File: config.mk
export PLATFORM = sky130hd
export DESIGN_NAME = jtag_tap_sampled_flat
export DESIGN_NICKNAME = d
export VERILOG_FILES = /design/src/rtl/jtag_tap_sampled_if.sv /design/src/rtl/jtag_tap_sampled.sv /design/src/flat_wrapper.sv
export SDC_FILE = /design/constraint.sdc
export NUM_CORES = 1
export LEC_CHECK = 0
export ABC_AREA = 1
export CAP_MARGIN = 0
export CORE_MARGIN = 2
export CORE_UTILIZATION = 49
export DETAILED_ROUTE_END_ITERATION = 12
export GPL_TIMING_DRIVEN = 0
export PLACE_DENSITY = 0.81
export SYNTH_ARGS = -nofsm -noshare
export SYNTH_HDL_FRONTEND = slang
export SYNTH_SLANG_ARGS = --single-unit
File: constraint.sdc
create_clock -name clk_i -period 2.2 [get_ports clk_i]
set_clock_uncertainty 0.15 [all_clocks]
set_input_delay 0.44 -clock clk_i [delete_from_list [all_inputs] [get_ports clk_i]]
set_output_delay 0.44 -clock clk_i [all_outputs]
set_load 0.005 [all_outputs]
File: src/rtl/jtag_tap_sampled_if.sv
// JTAG pin bundle between the JTAG bridge (master) and the sampled TAP responder (slave).
interface jtag_tap_sampled_if;
  logic tck;
  logic tms;
  logic tdi;
  logic trst_n;
  logic tdo;
  logic tdo_oe;

  modport master (output tck, tms, tdi, trst_n, input tdo, tdo_oe);
  modport slave  (input tck, tms, tdi, trst_n, output tdo, tdo_oe);
endinterface

File: src/rtl/jtag_tap_sampled.sv
// JTAG TAP responder oversampling TCK/TMS/TDI on clk_i: IDCODE, BYPASS and a USER mailbox DR.
// Define JTAG_TAP_TRST_EN to honour trst_n as a TAP-only reset.
module jtag_tap_sampled #(
  parameter int unsigned IR_WIDTH      = 5,
  parameter logic [31:0] IDCODE_VALUE  = 32'h249511C3,
  parameter int unsigned USER_DR_WIDTH = 32,
  parameter int unsigned SYNC_STAGES   = 2
) (
  input  logic                     clk_i,
  input  logic                     rst_ni,
  jtag_tap_sampled_if.slave        jtag,
  output logic [3:0]               tap_state_o,
  input  logic [USER_DR_WIDTH-1:0] user_dr_i,
  output logic [USER_DR_WIDTH-1:0] user_dr_o,
  output logic                     user_dr_valid_o,
  output logic                     user_capture_o
);
  typedef enum logic [3:0] {
    TLR    = 4'hF, RTI    = 4'hC,
    SEL_DR = 4'h7, CAP_DR = 4'h6, SH_DR = 4'h2, EX1_DR = 4'h1,
    PAU_DR = 4'h3, EX2_DR = 4'h0, UPD_DR = 4'h5,
    SEL_IR = 4'h4, CAP_IR = 4'hE, SH_IR = 4'hA, EX1_IR = 4'h9,
    PAU_IR = 4'hB, EX2_IR = 4'h8, UPD_IR = 4'hD
  } tap_state_e;

  localparam logic [IR_WIDTH-1:0] INSTR_IDCODE = IR_WIDTH'(1);
  localparam logic [IR_WIDTH-1:0] INSTR_USER   = IR_WIDTH'(4);
  localparam logic [IR_WIDTH-1:0] IR_CAPTURE   = IR_WIDTH'(2'b01);

  tap_state_e state_q, state_d;
  logic [SYNC_STAGES-1:0][2:0] pin_sync_q;
  logic tck_s, tms_s, tdi_s, tck_q, tck_rise, tck_fall, tap_rst;
  logic [IR_WIDTH-1:0] ir_q, ir_sr_q;
  logic [31:0] id_sr_q;
  logic [USER_DR_WIDTH-1:0] user_sr_q;
  logic byp_q, sel_idcode, sel_user, dr_lsb;

  // TCK, TMS and TDI share one synchronizer chain so they are seen in the same cycle
  always_ff @(posedge clk_i or negedge rst_ni) begin
    if (!rst_ni) begin
      pin_sync_q <= '0;
      tck_q      <= 1'b0;
    end else begin
      pin_sync_q <= {pin_sync_q[SYNC_STAGES-2:0], {jtag.tdi, jtag.tms, jtag.tck}};
      tck_q      <= tck_s;
    end
  end

  assign tck_s = pin_sync_q[SYNC_STAGES-1][0];
  assign tms_s = pin_sync_q[SYNC_STAGES-1][1];
  assign tdi_s = pin_sync_q[SYNC_STAGES-1][2];

`ifdef JTAG_TAP_TRST_EN
  logic [SYNC_STAGES-1:0] trst_sync_q;
  always_ff @(posedge clk_i or negedge rst_ni) begin
    if (!rst_ni) trst_sync_q <= '0;
    else         trst_sync_q <= {trst_sync_q[SYNC_STAGES-2:0], jtag.trst_n};
  end
  assign tap_rst = ~trst_sync_q[SYNC_STAGES-1];
`else
  logic unused_trst;
  assign unused_trst = jtag.trst_n;
  assign tap_rst     = 1'b0;
`endif

  assign tck_rise = tck_s & ~tck_q & ~tap_rst;
  assign tck_fall = ~tck_s & tck_q & ~tap_rst;

  assign sel_idcode  = (ir_q == INSTR_IDCODE);
  assign sel_user    = (ir_q == INSTR_USER);
  assign dr_lsb      = sel_idcode ? id_sr_q[0] : (sel_user ? user_sr_q[0] : byp_q);
  assign tap_state_o = state_q;

  always_ff @(posedge clk_i or negedge rst_ni) begin
    if (!rst_ni) state_q <= TLR;
    else         state_q <= state_d;
  end

  always_comb begin
    state_d = state_q;
    if (tap_rst) begin
      state_d = TLR;
    end else if (tck_rise) begin
      case (state_q)
        TLR:     state_d = tms_s ? TLR    : RTI;
        RTI:     state_d = tms_s ? SEL_DR : RTI;
        SEL_DR:  state_d = tms_s ? SEL_IR : CAP_DR;
        CAP_DR:  state_d = tms_s ? EX1_DR : SH_DR;
        SH_DR:   state_d = tms_s ? EX1_DR : SH_DR;
        EX1_DR:  state_d = tms_s ? UPD_DR : PAU_DR;
        PAU_DR:  state_d = tms_s ? EX2_DR : PAU_DR;
        EX2_DR:  state_d = tms_s ? UPD_DR : SH_DR;
        UPD_DR:  state_d = tms_s ? SEL_DR : RTI;
        SEL_IR:  state_d = tms_s ? TLR    : CAP_IR;
        CAP_IR:  state_d = tms_s ? EX1_IR : SH_IR;
        SH_IR:   state_d = tms_s ? EX1_IR : SH_IR;
        EX1_IR:  state_d = tms_s ? UPD_IR : PAU_IR;
        PAU_IR:  state_d = tms_s ? EX2_IR : PAU_IR;
        EX2_IR:  state_d = tms_s ? UPD_IR : SH_IR;
        UPD_IR:  state_d = tms_s ? SEL_DR : RTI;
        default: state_d = TLR;
      endcase
    end
  end

  // Shifts act in the current state; capture/update/TLR actions act on entry to their state
  always_ff @(posedge clk_i or negedge rst_ni) begin
    if (!rst_ni) begin
      ir_q            <= INSTR_IDCODE;
      ir_sr_q         <= '0;
      id_sr_q         <= '0;
      user_sr_q       <= '0;
      byp_q           <= 1'b0;
      jtag.tdo        <= 1'b0;
      jtag.tdo_oe     <= 1'b0;
      user_dr_o       <= '0;
      user_dr_valid_o <= 1'b0;
      user_capture_o  <= 1'b0;
    end else begin
      user_dr_valid_o <= 1'b0;
      user_capture_o  <= 1'b0;
      if (tap_rst) begin
        ir_q        <= INSTR_IDCODE;
        ir_sr_q     <= '0;
        id_sr_q     <= '0;
        user_sr_q   <= '0;
        byp_q       <= 1'b0;
        jtag.tdo    <= 1'b0;
        jtag.tdo_oe <= 1'b0;
      end else if (tck_rise) begin
        if (state_q == SH_IR) ir_sr_q <= {tdi_s, ir_sr_q[IR_WIDTH-1:1]};
        if (state_q == SH_DR) begin
          if (sel_idcode)    id_sr_q   <= {tdi_s, id_sr_q[31:1]};
          else if (sel_user) user_sr_q <= {tdi_s, user_sr_q[USER_DR_WIDTH-1:1]};
          else               byp_q     <= tdi_s;
        end
        case (state_d)
          TLR:    ir_q    <= INSTR_IDCODE;
          CAP_IR: ir_sr_q <= IR_CAPTURE;
          UPD_IR: ir_q    <= ir_sr_q;
          CAP_DR: begin
            if (sel_idcode) begin
              id_sr_q <= IDCODE_VALUE;
            end else if (sel_user) begin
              user_sr_q      <= user_dr_i;
              user_capture_o <= 1'b1;
            end else begin
              byp_q <= 1'b0;
            end
          end
          UPD_DR: begin
            if (sel_user) begin
              user_dr_o       <= user_sr_q;
              user_dr_valid_o <= 1'b1;
            end
          end
          default: ;
        endcase
      end else if (tck_fall) begin
        case (state_q)
          SH_IR: begin
            jtag.tdo    <= ir_sr_q[0];
            jtag.tdo_oe <= 1'b1;
          end
          SH_DR: begin
            jtag.tdo    <= dr_lsb;
            jtag.tdo_oe <= 1'b1;
          end
          default: begin
            jtag.tdo    <= 1'b0;
            jtag.tdo_oe <= 1'b0;
          end
        endcase
      end
    end
  end
endmodule

File: src/flat_wrapper.sv
// flat-port wrapper written by rule: the top's interface ports become plain ports
module jtag_tap_sampled_flat 
#(
  parameter int unsigned IR_WIDTH      = 5,
  parameter logic [31:0] IDCODE_VALUE  = 32'h249511C3,
  parameter int unsigned USER_DR_WIDTH = 32,
  parameter int unsigned SYNC_STAGES   = 2
)
  (clk_i, rst_ni, tap_state_o, user_dr_i, user_dr_o, user_dr_valid_o, user_capture_o, jtag_tck, jtag_tms, jtag_tdi, jtag_trst_n, jtag_tdo, jtag_tdo_oe);
  jtag_tap_sampled_if jtag_i ();
  input  logic clk_i;
  input  logic rst_ni;
  output logic [3:0] tap_state_o;
  input  logic [USER_DR_WIDTH-1:0] user_dr_i;
  output logic [USER_DR_WIDTH-1:0] user_dr_o;
  output logic user_dr_valid_o;
  output logic user_capture_o;
  input wire logic [$bits(jtag_i.tck)-1:0] jtag_tck;
  input wire logic [$bits(jtag_i.tms)-1:0] jtag_tms;
  input wire logic [$bits(jtag_i.tdi)-1:0] jtag_tdi;
  input wire logic [$bits(jtag_i.trst_n)-1:0] jtag_trst_n;
  output wire logic [$bits(jtag_i.tdo)-1:0] jtag_tdo;
  output wire logic [$bits(jtag_i.tdo_oe)-1:0] jtag_tdo_oe;
  assign jtag_i.tck = jtag_tck;
  assign jtag_i.tms = jtag_tms;
  assign jtag_i.tdi = jtag_tdi;
  assign jtag_i.trst_n = jtag_trst_n;
  assign jtag_tdo = jtag_i.tdo;
  assign jtag_tdo_oe = jtag_i.tdo_oe;
  jtag_tap_sampled #(.IR_WIDTH(IR_WIDTH), .IDCODE_VALUE(IDCODE_VALUE), .USER_DR_WIDTH(USER_DR_WIDTH), .SYNC_STAGES(SYNC_STAGES)) u_core (.clk_i(clk_i), .rst_ni(rst_ni), .jtag(jtag_i), .tap_state_o(tap_state_o), .user_dr_i(user_dr_i), .user_dr_o(user_dr_o), .user_dr_valid_o(user_dr_valid_o), .user_capture_o(user_capture_o));
endmodule
After elaboration in Yosys (flattened, before gate mapping)

Cells that the tools add are included.

Eq/ne operators: 22
Reductions and logical operators: 11
Muxes and demuxes: 43
Bitwise logic cells: 5

Operators by type and width:

| cell                                                | number |
|---|---|
| two-way mux 32 bit                                  | 10 |
| one-hot mux 4 bit (12 select lines)                 | 1 |
| equality test 4 bit, second input constant          | 11 |
| equality test 4 x 3 -> 1 bit, second input constant | 6 |
| two-way mux 1 bit                                   | 16 |
| two-way mux 2 bit                                   | 6 |
| two-way mux 3 bit                                   | 4 |
| two-way mux 5 bit                                   | 2 |
| one-hot mux 5 bit (2 select lines)                  | 1 |
| equality test 4 x 2 -> 1 bit, second input constant | 2 |
| two-way mux 4 bit                                   | 2 |
| AND reduction 2 bit                                 | 3 |
| OR reduction 2 bit                                  | 3 |
| equality test 5 x 1 -> 1 bit, second input constant | 1 |
| equality test 5 x 3 -> 1 bit, second input constant | 1 |
| equality test 4 x 1 -> 1 bit, second input constant | 1 |
| logical NOT 4 bit                                   | 1 |
| nonzero test 2 bit                                  | 2 |
| inverter 1 bit                                      | 3 |
| AND reduction 3 bit                                 | 1 |
| OR reduction 3 bit                                  | 1 |
| bitwise AND 1 bit                                   | 2 |
| one-hot mux 1 bit (2 select lines)                  | 1 |

Bits in registers: 122
Output and inout bits: 40
Bits of input ports: 38

Longest topological paths before layout

Gate-level depths: netlist of the first run.

Word-level depth: 7
Depth in mapped cells: 14
Mapped depth without buffers: 13

Worst setup path before layout of the first run

OpenSTA, ideal clock, no wires.

Path type: reg2reg
Start: register u_core.state_q[2] (netlist: u_core.tap_state_o[2])
End: register u_core.user_dr_o[10]
Arrival: 1.653 ns
Cell stages (with the launch flop): 13
Period minus slack after synthesis: 1.924 ns
Setup slack: 0.276 ns
Path through: dfstp_2 inv_1 nor2_1 nand2_1 nand3b_1 nand2_1 nand2_2 inv_1 nor2_1 nand3_4 buf_2 nand2_1 o21ai_1

Word-level cells in the longest chain between the ends: 6
Elaborated cells between the ends (all ways): 23
Classes of those cells: 16 x eq/ne; 2 x mux; 5 x reduce/logical

RTL lines:

| item                                                                      | line                    | source |
|---|---|---|
| start: declaration                                                        | jtag_tap_sampled.sv:30  | `tap_state_e state_q, state_d;` |
| start signal: assignment                                                  | jtag_tap_sampled.sv:76  | `else state_q <= state_d;` |
| equality test 4 bit (tied with other cells)                               | jtag_tap_sampled.sv:84  | `case (state_q)` |
| OR reduction 3 bit (no line) / OR reduction 2 bit (equally long branches) | -                       |  |
| one-hot mux 4 bit (12 select lines) (*)                                   | jtag_tap_sampled.sv:84  |  |
| two-way mux 4 bit (*)                                                     | jtag_tap_sampled.sv:83  | `end else if (tck_rise) begin` |
| named net u_core.state_d[1]                                               | jtag_tap_sampled.sv:30  |  |
| equality test 4 x 3 -> 1 bit (*)                                          | jtag_tap_sampled.sv:137 | `case (state_d)` |
| AND reduction 3 bit (no line) (*)                                         | -                       |  |
| end signal: assignment                                                    | jtag_tap_sampled.sv:153 | `user_dr_o <= user_sr_q;` |
| end: declaration                                                          | jtag_tap_sampled.sv:14  | `output logic [USER_DR_WIDTH-1:0] user_dr_o,` |

Mark *: on every way through the listed nets, which the timed path passes. The rest lies on a longest branch.
A chain may end at the register's enable or synchronous reset.

Final worst setup path of the first run

Start: register u_core.state_q[1] (netlist: u_core.tap_state_o[1])
End: register u_core.user_capture_o

Word-level cells in the longest chain between the ends: 7
Elaborated cells between the ends (all ways): 24
Classes of those cells: 16 x eq/ne; 4 x mux; 4 x reduce/logical

RTL lines:

| item                                                                      | line                    | source |
|---|---|---|
| equality test 4 bit (tied with other cells)                               | jtag_tap_sampled.sv:84  |  |
| OR reduction 3 bit (no line) / OR reduction 2 bit (equally long branches) | -                       |  |
| one-hot mux 4 bit (12 select lines) (*)                                   | jtag_tap_sampled.sv:84  |  |
| two-way mux 4 bit (*)                                                     | jtag_tap_sampled.sv:83  |  |
| named net u_core.state_d[0]                                               | jtag_tap_sampled.sv:30  |  |
| equality test 4 x 3 -> 1 bit (*)                                          | jtag_tap_sampled.sv:137 |  |
| two-way mux 1 bit (*)                                                     | jtag_tap_sampled.sv:137 |  |
| two-way mux 1 bit (*)                                                     | jtag_tap_sampled.sv:130 | `end else if (tck_rise) begin` |
| end signal: assignment                                                    | jtag_tap_sampled.sv:118 | `user_capture_o <= 1'b0;` |
| end signal: assignment                                                    | jtag_tap_sampled.sv:121 | `user_capture_o <= 1'b0;` |
| end signal: assignment                                                    | jtag_tap_sampled.sv:146 | `user_capture_o <= 1'b1;` |
| end: declaration                                                          | jtag_tap_sampled.sv:16  | `output logic user_capture_o` |

Marks and branches as above.

==> out/results.md, run 1 <==
| Item | Reported |
|:---|:---|
| Status | complete, but fails checks |
| Violations in the final reports | negative setup slack |
| Capture point of the critical path | u_core.user_capture_o |
| Worst slew margin | 63.6% |
| Clock latency at the later pin of the worst-skew pair | 0.42 ns |
| Clock power frac | 32.2% |
| Max Root-Sink Buffers | 2 |
| Maximum ir drop on the vdd rail | 0.000616 V |
| Buffer and inverter count on the worst path | 2 |
| Remaining Overflow, GRT | 0 |
| Routability-driven placement congestion ratio | 0.827 |
| Quantity of I/O buffers inserted on ports | 76 |
| Net switching power | 3.27 mW |
| Reg-to-Reg Start | u_core.tap_state_o[1] |
| Top-level port count | 78 |
| Site row count | 41 |
| Core region area | 12500 um^2 |
| Die extent in x | 117 um |
| Total power consumption of the routed design | 9.16 mW |
| Hold WC Path Type | flip-flop to flip-flop |
| Cells after Synth | 844 |
| Fraction of synthesized cell area in xor and xnor cells | 0% |
| Worst reg2reg endpoint | u_core.user_capture_o |
| DRT antenna net count | 0 |
| Vias in the first global route | 5643 |
| Number of antenna violations at the first check in global routing | 0 |
| Area share of fa/ha/maj cells after synthesis | 0% |
| Sinks on the clock net | 122 |
| Worst r2r path cells | 10 |
| Die outline area | 13700 um^2 |
| Drt via density | 5.39 |
| Maximum number of pins on one net before global-route repair | 77 |
| Vertical extent of the die | 117 um |
| Total internal power | 5.89 mW |
| Drt total wl | 17600 um |
| Diodes inserted | 0 |
| DR vias | 6245 |
| Number of storage elements in the synthesis netlist | 122 |
| Fraction of power consumed by combinational cells | 32.9% |
| Nature of the critical path endpoint | flip-flop |
| Category of the most critical setup path | flip-flop to flip-flop |
| Final setup margin | -0.0422 ns |
| RSZ-0062 raised after global routing | yes |
| Remaining DRCs | 0 |
| Compound-cell area share of the yosys netlist | 12.7% |
| Static Leakage | 3.97 nW |
| Worst EP arrival | 2.39 ns |
| HPWL reported at the end of detailed placement | 10300 um |
| Max-cap viol count | 0 |
| Critical Path Stages | 10 |
| Net Count, Synth | 882 |
| Total Neg Setup Slack | -0.0561 ns |
| Final count of hold timing violations | 0 |
| Data required, critical path | 2.34 ns |
| Total CTS buffers | 17 |
| Routed length per placed instance | 15.2 um |
| Switching part of the total | 35.7% |
| Cell family with most CP delay | simple AND/OR/NAND/NOR gates |
| H-tree levels | 4 |
| Slew Viols, Final | 0 |
| Effective utilization at floorplan | 49.9% |
| Aggregate global-route resource usage | 25.3% |
| Top achievable clock speed | 446 MHz |
| Crit-path slowest cell | dfstp_2 |
| Area delta synth->final | 33.8% |
| Mapped cell area | 6240 um^2 |
| Ratio of final minimum period to clock period | 102% |
| Hold slack final | 0.198 ns |
| Initial detailed-routing violation count | 596 |
| Simple-gate area share of the yosys netlist | 29.9% |
| Clock root buffer | clkbuf_16 |
| Nets | 1012 |
| Least-Margin Pin Slew | 0.546 ns |
| TritonCTS clock tree | built |
| Critical path startpoint category | flip-flop |
| CP Launch Point | u_core.tap_state_o[1] |
| Reg-to-reg setup timing slack | -0.04 ns |
| Final cell utilization of the core | 66.7% |
| Mean post-synth cell area | 7.39 um^2 |
| Fraction of power consumed by sequential logic | 35.0% |
| Maximum fanout count along the critical path | 10 |
| First drt pass iteration count | 5 |
| CTS clock-pin slew for the worst setup and hold paths | 0.06 ns |
| Total power density per cell area | 1100 nW/um^2 |
| First-pass GRT wire length | 26800 um |
| Number of warnings reported in the yosys synthesis log | 0 |
| Number of distinct standard cells referenced by the synthesized netlist | 27 |
| Share of cells above drive strength 1 | 13.9% |
| Shortest period the worst path allows | 2.24 ns |
| Portion of netlist area occupied by mux cells | 0% |
| Setup-violating endpoint count in the final report | 2 |
| Cell chain of the critical path | nand2_2, nand2_1, nand3_2, nand2_2, nand2_4, nor2_4, buf_6, nand2_4, buf_8, nor3_1 |
| Seq/Total Area, Yosys | 49.0% |
| CP peak stage delay | 0.62 ns |
| Combinational family with the most area after synthesis | simple AND/OR/NAND/NOR gates |
[layout by cell type, fill, tap and decap left out, types with 4 or more instances in the layout]
cell type	synthesis	routed
clkdlybuf4s50_1	0	73
nor2_1	8	6
o21ai_1	33	33
clkbuf_1	22	17
nor2_4	3	6
nand2_4	1	6
dfrtp_1	117	117
o21ai_0	103	103
o211ai_1	9	9
nand4_1	8	8
nand2_1	353	344
nand2_2	3	7
clkbuf_16	0	18
clkbuf_2	0	10
nand3_1	66	64
buf_6	4	13
inv_1	69	66
dfstp_2	5	5
bufinv_16	0	4
buf_4	3	26
inv_2	4	6
buf_2	19	9
a21oi_1	5	5
[through the flow]
stage	cells	area, um^2	worst slack, ns
after floorplan	844	6240	0.276
after global placement	1092	7220	-4.25
after detailed placement	1093	7250	-0.129
after CTS	1134	7970	-0.0101
after global routing	1159	8350	-0.136
final	1159	8350	-0.0422
[cells in the mapped netlist (all sizes together)]
cell	count	area, um^2
a21oi	5	25.0
buf	26	163
clkbuf	22	82.6
clkinv	1	3.75
dfrtp	117	2930
dfstp	5	131
inv	73	274
nand2	357	1360
nand3	67	348
nand3b	1	7.51
nand4	9	62.6
nor2	13	90.1
nor3	1	5.00
o211ai	9	67.6
o21ai	138	698
[layout make-up]
| type | instances | area, um^2 |
|---|---|---|
| fillers | 1031 | 4170 |
| flip-flops and latches | 122 | 3060 |
| multi-input cells | 604 | 2790 |
| repair buffers | 109 | 1080 |
| clock buffers | 24 | 472 |
| plain buffers | 46 | 312 |
| inverters | 74 | 283 |
| well taps | 172 | 215 |
| clock inverters | 8 | 143 |
[worst min-delay path by stage]
stage                                    start              endpoint  slack [ns]  depth (start not counted)
final                     u_core.pin_sync_q[1]  u_core.pin_sync_q[4]        0.20                          0
after global routing      u_core.pin_sync_q[1]  u_core.pin_sync_q[4]        0.20                          0
after CTS                 u_core.pin_sync_q[1]  u_core.pin_sync_q[4]        0.19                          0
after detailed placement  u_core.pin_sync_q[0]  u_core.pin_sync_q[3]        0.19                          0
after global placement    u_core.pin_sync_q[0]  u_core.pin_sync_q[3]        0.18                          0
after floorplan                         rst_ni          u_core.byp_q      -0.006                          0
[power by group through the flow]
stage	registers, mW	logic (mW)	clock network [mW]
floorplan	3.11	1.82	0
global placement	3.19	2.39	0
detailed placement	3.20	2.47	0
CTS	3.18	2.63	2.97
global route	3.25	3.34	3.06
finish	3.20	3.01	2.94
[worst register-to-register path: cells and delay by family, from the launching register on]
| kind | cells | cell delay, ns |
|---|---|---|
| buffers and inverters | 2 | 0.31 |
| DFF | 1 | 0.62 |
| and+or+nand+nor | 8 | 1.04 |
[metal layers]
layer	wire length, um	track usage [%]	vias up
met5	0	0	-
met1	7470	33.4	2984
li1	-	-	2963
met3	1170	6.54	43
met4	436	9.96	0
met2	8570	40.5	255
[logic make-up after synthesis]
family,Yosys count
buffers and inverters,122
DFF,122
and+or+nand+nor,448
AOI/OAI and AO/OA,152
[flip-flops by register name, indices dropped and copies added (netlist names)]
| signal | count |
|---|---|
| u_core.jtag.tdo_oe | 1 |
| u_core.user_dr_valid_o | 1 |
| u_core.byp_q | 1 |
| u_core.user_sr_q | 32 |
| u_core.user_dr_o | 32 |
| u_core.pin_sync_q | 6 |
| u_core.jtag.tdo | 1 |
| u_core.ir_sr_q | 5 |
| u_core.id_sr_q | 32 |
| u_core.tck_q | 1 |
| u_core.user_capture_o | 1 |
| u_core.tap_state_o | 4 |
| u_core.ir_q | 5 |
[timing repair]
item,CTS,global route
hold buffers,1,0
hold endpoints to repair,46,0
buffers inserted,6,23
resized for setup,12,65
endpoints found under the setup margin,81,106
pin swaps,3,18
gates cloned,2,4
No activity file was read; power rests on OpenSTA's default activity.
==> run 2: changes to the inputs <==
--- a/config.mk
+++ b/config.mk
@@ -7,8 +7,10 @@
 export LEC_CHECK = 0
 export ABC_AREA = 1
 export CAP_MARGIN = 0
+export CORE_ASPECT_RATIO = 1.2
 export CORE_MARGIN = 2
 export CORE_UTILIZATION = 49
+export CTS_BUF_LIST = sky130_fd_sc_hd__clkbuf_2
 export DETAILED_ROUTE_END_ITERATION = 12
 export GPL_TIMING_DRIVEN = 0
 export PLACE_DENSITY = 0.81
==> run 2 against run 1 <==
  * The flow still finishes with violations (negative setup slack)
  * Fmax shrank 5.0%
  * Core utilization grew 0.35 points
  * Worst setup slack lost 0.12 ns
  * Clock-buffer cell count shrank 4
  * Critical endpoint is now u_core.user_dr_o[24]
  * Highest routed layer unchanged
==> out/results.md, run 2 (same netlist as run 1, synthesis figures left out) <==
| Item | Reported |
|:---|:---|
| Status | complete, but fails checks |
| Violations in the final reports | negative setup slack |
| Hold slack final | 0.0892 ns |
| Static Leakage | 4.35 nW |
| RSZ-0062 raised after global routing | yes |
| Number of antenna violations at the first check in global routing | 1 |
| HPWL reported at the end of detailed placement | 10200 um |
| Maximum fanout count along the critical path | 7 |
| Finished Cell Area | 8420 um^2 |
| Drt total wl | 17800 um |
| Die extent in x | 107 um |
| Max-cap viol count | 0 |
| H-tree levels | 4 |
| Remaining Overflow, GRT | 0 |
| Most frequent cells in the layout | 296 x nand2_1, 117 x dfrtp_1, 102 x o21ai_0 |
| Worst slew margin | 62.0% |
| Total power consumption of the routed design | 8.20 mW |
| Crit path top cell by count | nand2_1 |
| First drt pass iteration count | 5 |
| Sequential cell area | 3060 um^2 |
| Vias in the first global route | 5630 |
| Routability-driven placement congestion ratio | 0.838 |
| Worst EP arrival | 2.84 ns |
| Top-level port count | 78 |
| Total power density per cell area | 974 nW/um^2 |
| Least-Margin Pin Slew | 0.569 ns |
| Final setup margin | -0.159 ns |
| Registers with the most flip-flops | u_core.id_sr_q (32), u_core.user_dr_o (32), u_core.user_sr_q (32) |
| DR vias | 6409 |
| Critical Path Stages | 13 |
| Die outline area | 13700 um^2 |
| Remaining DRCs | 0 |
| Nature of the critical path endpoint | flip-flop |
| Area delta synth->final | 34.9% |
| Quantity of I/O buffers inserted on ports | 76 |
| Area used by multi-input combinational logic | 2990 um^2 |
| DRT antenna net count | 0 |
| Critical path startpoint category | flip-flop |
| Clock latency at the later pin of the worst-skew pair | 0.72 ns |
| Maximum number of pins on one net before global-route repair | 64 |
| Filler cell count | 954 |
| Placed Area | 7240 um^2 |
| Total internal power | 4.86 mW |
| Maximum ir drop on the vdd rail | 0.000387 V |
| Data required, critical path | 2.68 ns |
| Sinks on the clock net | 122 |
| Nets | 1024 |
| Fraction of power consumed by sequential logic | 38.6% |
| Effective utilization at floorplan | 49.7% |
| Cell family with most CP delay | simple AND/OR/NAND/NOR gates |
| Total CTS buffers | 17 |
| Top achievable clock speed | 424 MHz |
| Clock power frac | 19.8% |
| Buffer and inverter count on the worst path | 3 |
| Category of the most critical setup path | flip-flop to flip-flop |
| Hold WC Path Type | primary input to async pin |
| Final count of hold timing violations | 0 |
| CTS clock-pin slew for the worst setup and hold paths | 0.21 ns |
| Share of cells above drive strength 1 | 21.5% |
| CP peak stage delay | 0.58 ns |
| Setup-violating endpoint count in the final report | 97 |
| TritonCTS clock tree | built |
| Drt via density | 5.51 |
| Cell chain of the critical path | buf_6, inv_4, nand2_2, nand2_1, nand2_1, nand2_1, nand2_2, nand2_4, nor2_8, nand3_4, clkbuf_16, nand2_1, o21ai_1 |
| Switching part of the total | 40.7% |
| Net switching power | 3.34 mW |
| Ratio of final minimum period to clock period | 107% |
| First-pass GRT wire length | 25900 um |
| Aggregate global-route resource usage | 23.5% |
| Site row count | 45 |
| Fraction of power consumed by combinational cells | 41.5% |
| Clock root buffer | clkbuf_2 |
| Crit-path slowest cell | dfstp_2 |
| Leading cell type in the layout, fill and taps excluded | nand2_1 |
| Max Root-Sink Buffers | 2 |
| Slew Viols, Final | 0 |
| Worst r2r path cells | 13 |
| Routed length per placed instance | 15.3 um |
| Core region area | 12600 um^2 |
| Shortest period the worst path allows | 2.36 ns |
| Initial detailed-routing violation count | 518 |
| Vertical extent of the die | 128 um |
-- run 2: cell types whose count changed in the layout (fill, tap and decap cells not counted), sizes merged --
cell,delta
dlygate4sd2,+20
diode,+1
buf,+13
nor2,-1
dlymetal6s2s,+15
clkinvlp,+4
inv,-1
clkbuf,-4
dlygate4sd3,+3
clkinv,+1
clkdlybuf4s50,-38
-- run 2: power by group through the flow --
stage	clock [mW]	combinational, mW	sequential (mW)
4_1_cts	1.63	2.63	3.13
3_5_place_dp	0	2.43	3.20
2_1_floorplan	0	1.82	3.11
5_1_grt	1.73	3.75	3.21
3_3_place_gp	0	2.36	3.19
6_report	1.63	3.41	3.17
-- run 2: final timing paths --
check,start,to,slack [ns]
worst min-delay path,rst_ni,u_core.user_sr_q[14],0.09
max in group asynchronous,rst_ni,u_core.tap_state_o[2],1.03
worst min register to register,u_core.pin_sync_q[1],u_core.pin_sync_q[4],0.21
min in group clk_i,u_core.pin_sync_q[1],u_core.pin_sync_q[4],0.21
worst max register to register,u_core.tap_state_o[0],u_core.user_dr_o[24],-0.16
worst max-delay path,u_core.tap_state_o[0],u_core.user_dr_o[24],-0.16
-- run 2: final cells by class --
type                       instances  share of cell area, %
antenna                            1                 0.0297
buffer                            48                   4.24
clock buffer                      20                   1.19
clock inverter                    12                   2.07
inverter                          74                   3.40
multi-input combinational        603                   35.5
sequential                       122                   36.3
tap                              164                   2.44
timing repair buffer             120                   14.8
-- run 2: timing repair --
item | in CTS | in global routing
cloned | 1 | 7
buffers inserted | 12 | 22
gates resized for setup | 43 | 160
pin swaps | 3 | 40
hold buffers | 3 | 1
hold endpoints to repair | 105 | 1
endpoints found under the setup margin | 89 | 126
-- run 2: through the flow --
step	instances	worst slack [ns]	utilization, %	setup TNS [ns]
3_3_place_gp	1084	-4.13	57.4	-495.22
6_report	1164	-0.159	67.0	-10.07
2_1_floorplan	844	0.276	-	0
5_1_grt	1164	-0.220	67.0	-15.43
3_5_place_dp	1085	-0.0508	57.6	-0.943
4_1_cts	1133	-0.00429	61.1	-0.00429
-- run 2: routing by layer --
layer	share of wire (%)	GRT usage, %
met3	7.1	5.61
met4	2.9	9.70
met2	51	38.9
met5	0	0
met1	39	29.5
